**src/rtl/rf_wb_arbiter_if.sv**
```systemverilog
// Register-file writeback bus: pipeline write, MDU issue/result handshake,
// regfile write port and busy scoreboard.
interface rf_wb_arbiter_if #(
    parameter int unsigned DATA_W = 32,
    parameter int unsigned ADDR_W = 5
);
    logic                   pipe_we;
    logic [ADDR_W-1:0]      pipe_waddr;
    logic [DATA_W-1:0]      pipe_wdata;
    logic                   pipe_stall;
    logic                   mdu_issue;
    logic [ADDR_W-1:0]      mdu_issue_rd;
    logic                   mdu_valid;
    logic                   mdu_ready;
    logic [ADDR_W-1:0]      mdu_waddr;
    logic [DATA_W-1:0]      mdu_wdata;
    logic                   rf_we;
    logic [ADDR_W-1:0]      rf_waddr;
    logic [DATA_W-1:0]      rf_wdata;
    logic [(1<<ADDR_W)-1:0] busy;

    modport slave (
        input  pipe_we, pipe_waddr, pipe_wdata, mdu_issue, mdu_issue_rd,
        input  mdu_valid, mdu_waddr, mdu_wdata,
        output pipe_stall, mdu_ready, rf_we, rf_waddr, rf_wdata, busy
    );

    modport master (
        output pipe_we, pipe_waddr, pipe_wdata, mdu_issue, mdu_issue_rd,
        output mdu_valid, mdu_waddr, mdu_wdata,
        input  pipe_stall, mdu_ready, rf_we, rf_waddr, rf_wdata, busy
    );
endinterface

```
**src/rtl/rf_wb_arbiter.sv**
```systemverilog
// Shares the regfile write port between pipeline writeback and a FIFO-buffered MDU,
// with a starvation guard and a scoreboard of outstanding MDU destinations.
module rf_wb_arbiter #(
    parameter int unsigned DATA_W       = 32,
    parameter int unsigned ADDR_W       = 5,
    parameter int unsigned FIFO_DEPTH   = 2,
    parameter int unsigned STARVE_LIMIT = 4
) (
    input logic            clk,
    input logic            rst,
    rf_wb_arbiter_if.slave bus
);
    localparam int unsigned NRegs   = 1 << ADDR_W;
    localparam int unsigned PtrW    = $clog2(FIFO_DEPTH);
    localparam int unsigned CntW    = PtrW + 1;
    localparam int unsigned StarveW = $clog2(STARVE_LIMIT + 1);
    localparam logic [CntW-1:0]    CntFull   = CntW'(FIFO_DEPTH);
    localparam logic [StarveW-1:0] StarveMax = StarveW'(STARVE_LIMIT);

    logic [ADDR_W-1:0]  fifo_waddr_q [FIFO_DEPTH];
    logic [ADDR_W-1:0]  fifo_waddr_d [FIFO_DEPTH];
    logic [DATA_W-1:0]  fifo_wdata_q [FIFO_DEPTH];
    logic [DATA_W-1:0]  fifo_wdata_d [FIFO_DEPTH];
    logic [PtrW-1:0]    rd_ptr_q, rd_ptr_d;
    logic [PtrW-1:0]    wr_ptr_q, wr_ptr_d;
    logic [CntW-1:0]    count_q, count_d;
    logic [StarveW-1:0] starve_q, starve_d;
    logic [NRegs-1:0]   busy_q, busy_d;

    logic              full, head_valid, force_grant, push, pop, grant, mdu_ready;
    logic              pipe_stall;
    logic [ADDR_W-1:0] head_waddr, grant_waddr;
    logic [DATA_W-1:0] head_wdata, grant_wdata;

    always_comb begin
        full        = (count_q == CntFull);
        head_valid  = (count_q != '0);
        head_waddr  = fifo_waddr_q[rd_ptr_q];
        head_wdata  = fifo_wdata_q[rd_ptr_q];
        force_grant = head_valid && (starve_q == StarveMax);
        mdu_ready   = !full && !rst;
        push        = bus.mdu_valid && mdu_ready;
        pop         = 1'b0;
        grant       = 1'b0;
        pipe_stall  = 1'b0;
        grant_waddr = '0;
        grant_wdata = '0;
        if (!rst) begin
            if (force_grant) begin
                pipe_stall  = 1'b1;
                pop         = 1'b1;
                grant       = 1'b1;
                grant_waddr = head_waddr;
                grant_wdata = head_wdata;
            end else if (bus.pipe_we) begin
                grant       = 1'b1;
                grant_waddr = bus.pipe_waddr;
                grant_wdata = bus.pipe_wdata;
            end else if (head_valid) begin
                pop         = 1'b1;
                grant       = 1'b1;
                grant_waddr = head_waddr;
                grant_wdata = head_wdata;
            end
        end
    end

    always_comb begin
        fifo_waddr_d = fifo_waddr_q;
        fifo_wdata_d = fifo_wdata_q;
        rd_ptr_d     = rd_ptr_q;
        wr_ptr_d     = wr_ptr_q;
        if (push) begin
            fifo_waddr_d[wr_ptr_q] = bus.mdu_waddr;
            fifo_wdata_d[wr_ptr_q] = bus.mdu_wdata;
            wr_ptr_d               = wr_ptr_q + PtrW'(1);
        end
        if (pop) begin
            rd_ptr_d = rd_ptr_q + PtrW'(1);
        end
        count_d = count_q + {{PtrW{1'b0}}, push} - {{PtrW{1'b0}}, pop};

        // Only a head that lost arbitration ages; any pop or empty FIFO restarts the count.
        if (pop || !head_valid) begin
            starve_d = '0;
        end else if (starve_q != StarveMax) begin
            starve_d = starve_q + StarveW'(1);
        end else begin
            starve_d = starve_q;
        end

        // Set is applied after clear so a same-cycle reissue of the popped rd stays busy.
        busy_d = busy_q;
        if (pop) begin
            busy_d[head_waddr] = 1'b0;
        end
        if (bus.mdu_issue && (bus.mdu_issue_rd != '0)) begin
            busy_d[bus.mdu_issue_rd] = 1'b1;
        end
        busy_d[0] = 1'b0;
    end

    always_ff @(posedge clk) begin
        if (rst) begin
            rd_ptr_q <= '0;
            wr_ptr_q <= '0;
            count_q  <= '0;
            starve_q <= '0;
            busy_q   <= '0;
        end else begin
            rd_ptr_q <= rd_ptr_d;
            wr_ptr_q <= wr_ptr_d;
            count_q  <= count_d;
            starve_q <= starve_d;
            busy_q   <= busy_d;
        end
    end

    // Payload storage needs no reset; validity is carried by count_q.
    always_ff @(posedge clk) begin
        fifo_waddr_q <= fifo_waddr_d;
        fifo_wdata_q <= fifo_wdata_d;
    end

    assign bus.pipe_stall = pipe_stall;
    assign bus.mdu_ready  = mdu_ready;
    assign bus.rf_we      = grant && (grant_waddr != '0);
    assign bus.rf_waddr   = grant_waddr;
    assign bus.rf_wdata   = grant_wdata;
    assign bus.busy       = busy_q;
endmodule

```
**src/flat_wrapper.sv**
```systemverilog
// flat-port wrapper written by rule: the top's interface ports become plain ports
module rf_wb_arbiter_flat 
#(
    parameter int unsigned DATA_W       = 32,
    parameter int unsigned ADDR_W       = 5,
    parameter int unsigned FIFO_DEPTH   = 2,
    parameter int unsigned STARVE_LIMIT = 4
)
  (clk, rst, bus_pipe_we, bus_pipe_waddr, bus_pipe_wdata, bus_mdu_issue, bus_mdu_issue_rd, bus_mdu_valid, bus_mdu_waddr, bus_mdu_wdata, bus_pipe_stall, bus_mdu_ready, bus_rf_we, bus_rf_waddr, bus_rf_wdata, bus_busy);
  rf_wb_arbiter_if #(.DATA_W(DATA_W), .ADDR_W(ADDR_W)) bus_i ();
  input logic clk;
  input logic rst;
  input wire logic [$bits(bus_i.pipe_we)-1:0] bus_pipe_we;
  input wire logic [$bits(bus_i.pipe_waddr)-1:0] bus_pipe_waddr;
  input wire logic [$bits(bus_i.pipe_wdata)-1:0] bus_pipe_wdata;
  input wire logic [$bits(bus_i.mdu_issue)-1:0] bus_mdu_issue;
  input wire logic [$bits(bus_i.mdu_issue_rd)-1:0] bus_mdu_issue_rd;
  input wire logic [$bits(bus_i.mdu_valid)-1:0] bus_mdu_valid;
  input wire logic [$bits(bus_i.mdu_waddr)-1:0] bus_mdu_waddr;
  input wire logic [$bits(bus_i.mdu_wdata)-1:0] bus_mdu_wdata;
  output wire logic [$bits(bus_i.pipe_stall)-1:0] bus_pipe_stall;
  output wire logic [$bits(bus_i.mdu_ready)-1:0] bus_mdu_ready;
  output wire logic [$bits(bus_i.rf_we)-1:0] bus_rf_we;
  output wire logic [$bits(bus_i.rf_waddr)-1:0] bus_rf_waddr;
  output wire logic [$bits(bus_i.rf_wdata)-1:0] bus_rf_wdata;
  output wire logic [$bits(bus_i.busy)-1:0] bus_busy;
  assign bus_i.pipe_we = bus_pipe_we;
  assign bus_i.pipe_waddr = bus_pipe_waddr;
  assign bus_i.pipe_wdata = bus_pipe_wdata;
  assign bus_i.mdu_issue = bus_mdu_issue;
  assign bus_i.mdu_issue_rd = bus_mdu_issue_rd;
  assign bus_i.mdu_valid = bus_mdu_valid;
  assign bus_i.mdu_waddr = bus_mdu_waddr;
  assign bus_i.mdu_wdata = bus_mdu_wdata;
  assign bus_pipe_stall = bus_i.pipe_stall;
  assign bus_mdu_ready = bus_i.mdu_ready;
  assign bus_rf_we = bus_i.rf_we;
  assign bus_rf_waddr = bus_i.rf_waddr;
  assign bus_rf_wdata = bus_i.rf_wdata;
  assign bus_busy = bus_i.busy;
  rf_wb_arbiter #(.DATA_W(DATA_W), .ADDR_W(ADDR_W), .FIFO_DEPTH(FIFO_DEPTH), .STARVE_LIMIT(STARVE_LIMIT)) u_core (.clk(clk), .rst(rst), .bus(bus_i));
endmodule
```
**config.mk**
```make
export PLATFORM = sky130hd
export DESIGN_NAME = rf_wb_arbiter_flat
export DESIGN_NICKNAME = d
export VERILOG_FILES = /design/src/rtl/rf_wb_arbiter_if.sv /design/src/rtl/rf_wb_arbiter.sv /design/src/flat_wrapper.sv
export SDC_FILE = /design/constraint.sdc
export NUM_CORES = 1
export LEC_CHECK = 0
export CORE_MARGIN = 1
export CORE_UTILIZATION = 60
export CTS_CLUSTER_SIZE = 30
export DETAILED_ROUTE_END_ITERATION = 12
export DONT_BUFFER_PORTS = 1
export PLACE_DENSITY = 0.86
export SLEW_MARGIN = 20
export SYNTH_ARGS = -nofsm -noshare
export SYNTH_HDL_FRONTEND = slang
export SYNTH_SLANG_ARGS = --single-unit
```
**constraint.sdc**
```tcl
create_clock -name clk -period 5.7 [get_ports clk]
set_input_delay 0.57 -clock clk [delete_from_list [all_inputs] [get_ports clk]]
set_output_delay 0.57 -clock clk [all_outputs]
set_load 0.005 [all_outputs]
```
==> results.yml <==
run_status:
  status: "finished, final reports clean"
floorplanning:
  start_util: 0.628
  fp.dieArea_mm2: 0.00857
  ioPinCount: 156
  core_area_mm2: 0.00785
  die_h_um: 92.6
  die_w_um: 92.6
  rows: 32
route:
  via_per_inst: 6.32
  drt_iter0_drc: 163
  vias: 3270
  drt_wl_total_um: 10600
  firstDrtPassIters: 5
  postRouteAntennaNets: 0
  drc: 0
  wl_per_cell_um: 20.5
synthesis:
  syn_inst: 416
  syn-cell-area_mm2: 0.00492
  synth_top_area_share: 0.451
  async_flop_share: 0
  yosys_warnings: 0
  seq_area_frac_synth: 0.606
  synth_nets: 503
  synth_ff_type: "edfxtp_1"
  synth_edf_count: 74
  yosysUniqueCellTypes: 51
  netlist_top_cells_area: "edfxtp_1, dfxtp_1, mux2i_1"
  ys_ff_latch: 112
  synth.largest_area_cell: "edfxtp_1"
  syn_area_per_cell_um2: 11.8
critical_path:
  critPathMaxFanout: 28
  critPathBufInv: 1
  start_kind: "flip-flop"
  crit_chain: "inv_1 > ha_1 > a21bo_2 > nand2_1 > a2bb2oi_1 > nand4b_1"
  critical_path_required_ns: 5.13
  max_stage_delay_ns: 0.68
  critPathSlowestCell: "nand2_1"
  critPathTopFamily: "simple AND/OR/NAND/NOR gates"
  critPathKind: "reg2out"
  critPathLaunch: "u_core.starve_q[0]"
  r2r_start: "u_core.starve_q[0]"
  end_kind: "output port"
  rr_worst_depth: 7
  worstSetupPathDepth: 6
  arrival_ns: 2.55
layout:
  num_antenna_cells: 0
  syn2layout_area_growth_pct: 5.36
  seqCellArea_mm2: 0.00298
  final_cells: 517
  multi_input_area_mm2: 0.00182
  layout.nets: 497
  layout_common_cells: "edfxtp_1, o21ai_0, dfxtp_1"
  design_area_mm2: 0.00519
  drive_above_1_share: 0.0988
  n_fill_cell: 589
  final_common_cell: "edfxtp_1"
cts:
  clk_latency_ns: 0.38
  htree_levels: 3
  cts.repair.resized: 0
  path_clk_slew_ns: 0.10
  numCtsBuffers: 9
  cts_max_path_buffers: 2
  clock-root-buffer: "clkbuf_8"
  cts_tree: "yes"
  cts_setup_buffers: 0
  ctsHoldBuffers: 0
  numClockSinks: 112
sta:
  max_freq_mhz: 320
  period_share: 0.548
  finalSetupViolCount: 0
  rsz0062_at_grt: "no"
  min_period_ns: 3.12
  slew_violations: 0
  relSlewSlack: 0.390
  setup_tns_ns: 0
  tightest_slew_ns: 0.916
  fin_worst_skew_ns: 0.0185
  hold_violations: 0
power_and_ir_drop:
  leakage_uw: 0.00171
  power_density_mw_per_mm2: 300
  peakVddDrop_v: 0.000168
global_routing:
  overflow: 0
  grt_use_total: 0.247
  grt_pass1_vias: 3253
  grt_pass1_wl_um: 15800
  grt_antenna_before_repair: 0
  grt_max_degree: 54
placed_design:
  portBuffers: 0
  dp.cells: 500
  hpwl_um: 7180
  dpl_cell_area_mm2: 0.00496
  gp_congestion: 0.785
worst_hold_path:
  whs_path_depth: 1
  hold_class: "in2reg"
  min_from: "rst"
job:
  maxCapViolCount: 0
[per-layer routing]
metal,wire length [µm],track usage,vias up,part of all wire
met4,225,0.124,0,0.021
met2,5240,0.409,181,0.49
li1,-,-,1502,-
met3,1070,0.0837,20,0.10
met5,0,0,-,0
met1,4070,0.285,1567,0.38
[kinds of logic (layout without fill, tap and decap cells)]
family                   Yosys count  after routing  synth area share
other                              1              1          0.000761
AO/OA/AOI/OAI                    111            111             0.133
XOR/XNOR                           4              4           0.00712
flip-flops                       112            112             0.606
adder cells (fa/ha/maj)            3              3           0.00762
AND/OR/NAND/NOR                  121            121             0.133
multiplexers                      39             39            0.0846
buffers and inverters             25             24            0.0282
[layout make-up]
cell class                 instances  area share
clock buffer                       9      0.0239
tap                              102      0.0246
inverter                           6     0.00434
sequential                       112       0.575
clock inverter                     7      0.0147
timing repair buffer               2     0.00675
multi-input combinational        279       0.351
[flip-flops by register name, summed over array words and instances, names as in the netlist]
| signal | flops |
|---|---|
| u_core.fifo_wdata_q | 64 |
| u_core.bus.busy | 31 |
| u_core.fifo_waddr_q | 10 |
| u_core.starve_q | 3 |
| u_core.count_q | 2 |
| u_core.rd_ptr_q | 1 |
| u_core.wr_ptr_q | 1 |
[power by group]
group | switching (µW) | internal [µW]
Clock | 277 | 208
Sequential | 16.3 | 896
Combinational | 95.1 | 62.0
Total | 388 | 1170
[path summary, 6_finish.rpt]
check / end / slack (ns)
min reg2reg: u_core.starve_q[0] / 0.47
min: u_core.count_q[0] / 0.27
max: bus_rf_we / 2.58
max reg2reg: u_core.count_q[0] / 3.36
[cells in the mapped netlist (3+ instances only)]
master,instances
clkbuf_1,7
o21ai_0,53
o21ai_1,34
nor3_1,5
a22oi_1,7
nor3b_1,4
nor2b_1,37
nor2_1,17
mux2i_1,30
mux2_2,7
nand2_1,31
and3b_1,3
nand3b_1,6
nand3_1,7
dfxtp_1,38
xnor2_1,3
inv_1,6
ha_1,3
edfxtp_1,74
buf_4,7
[metrics by stage]
| step | total power (µW) | hold WS (ns) | setup slack (ns) | util |
|---|---|---|---|---|
| after floorplan | 1060 | 0.431 | 2.48 | - |
| after global placement | 1080 | 0.441 | 3.03 | 0.632 |
| after detailed placement | 1080 | 0.460 | 2.93 | 0.632 |
| after CTS | 1550 | 0.253 | 2.53 | 0.657 |
| after global routing | 1600 | 0.251 | 2.43 | 0.661 |
| final | 1550 | 0.270 | 2.58 | 0.661 |
Power figures use the tool's default switching activity.
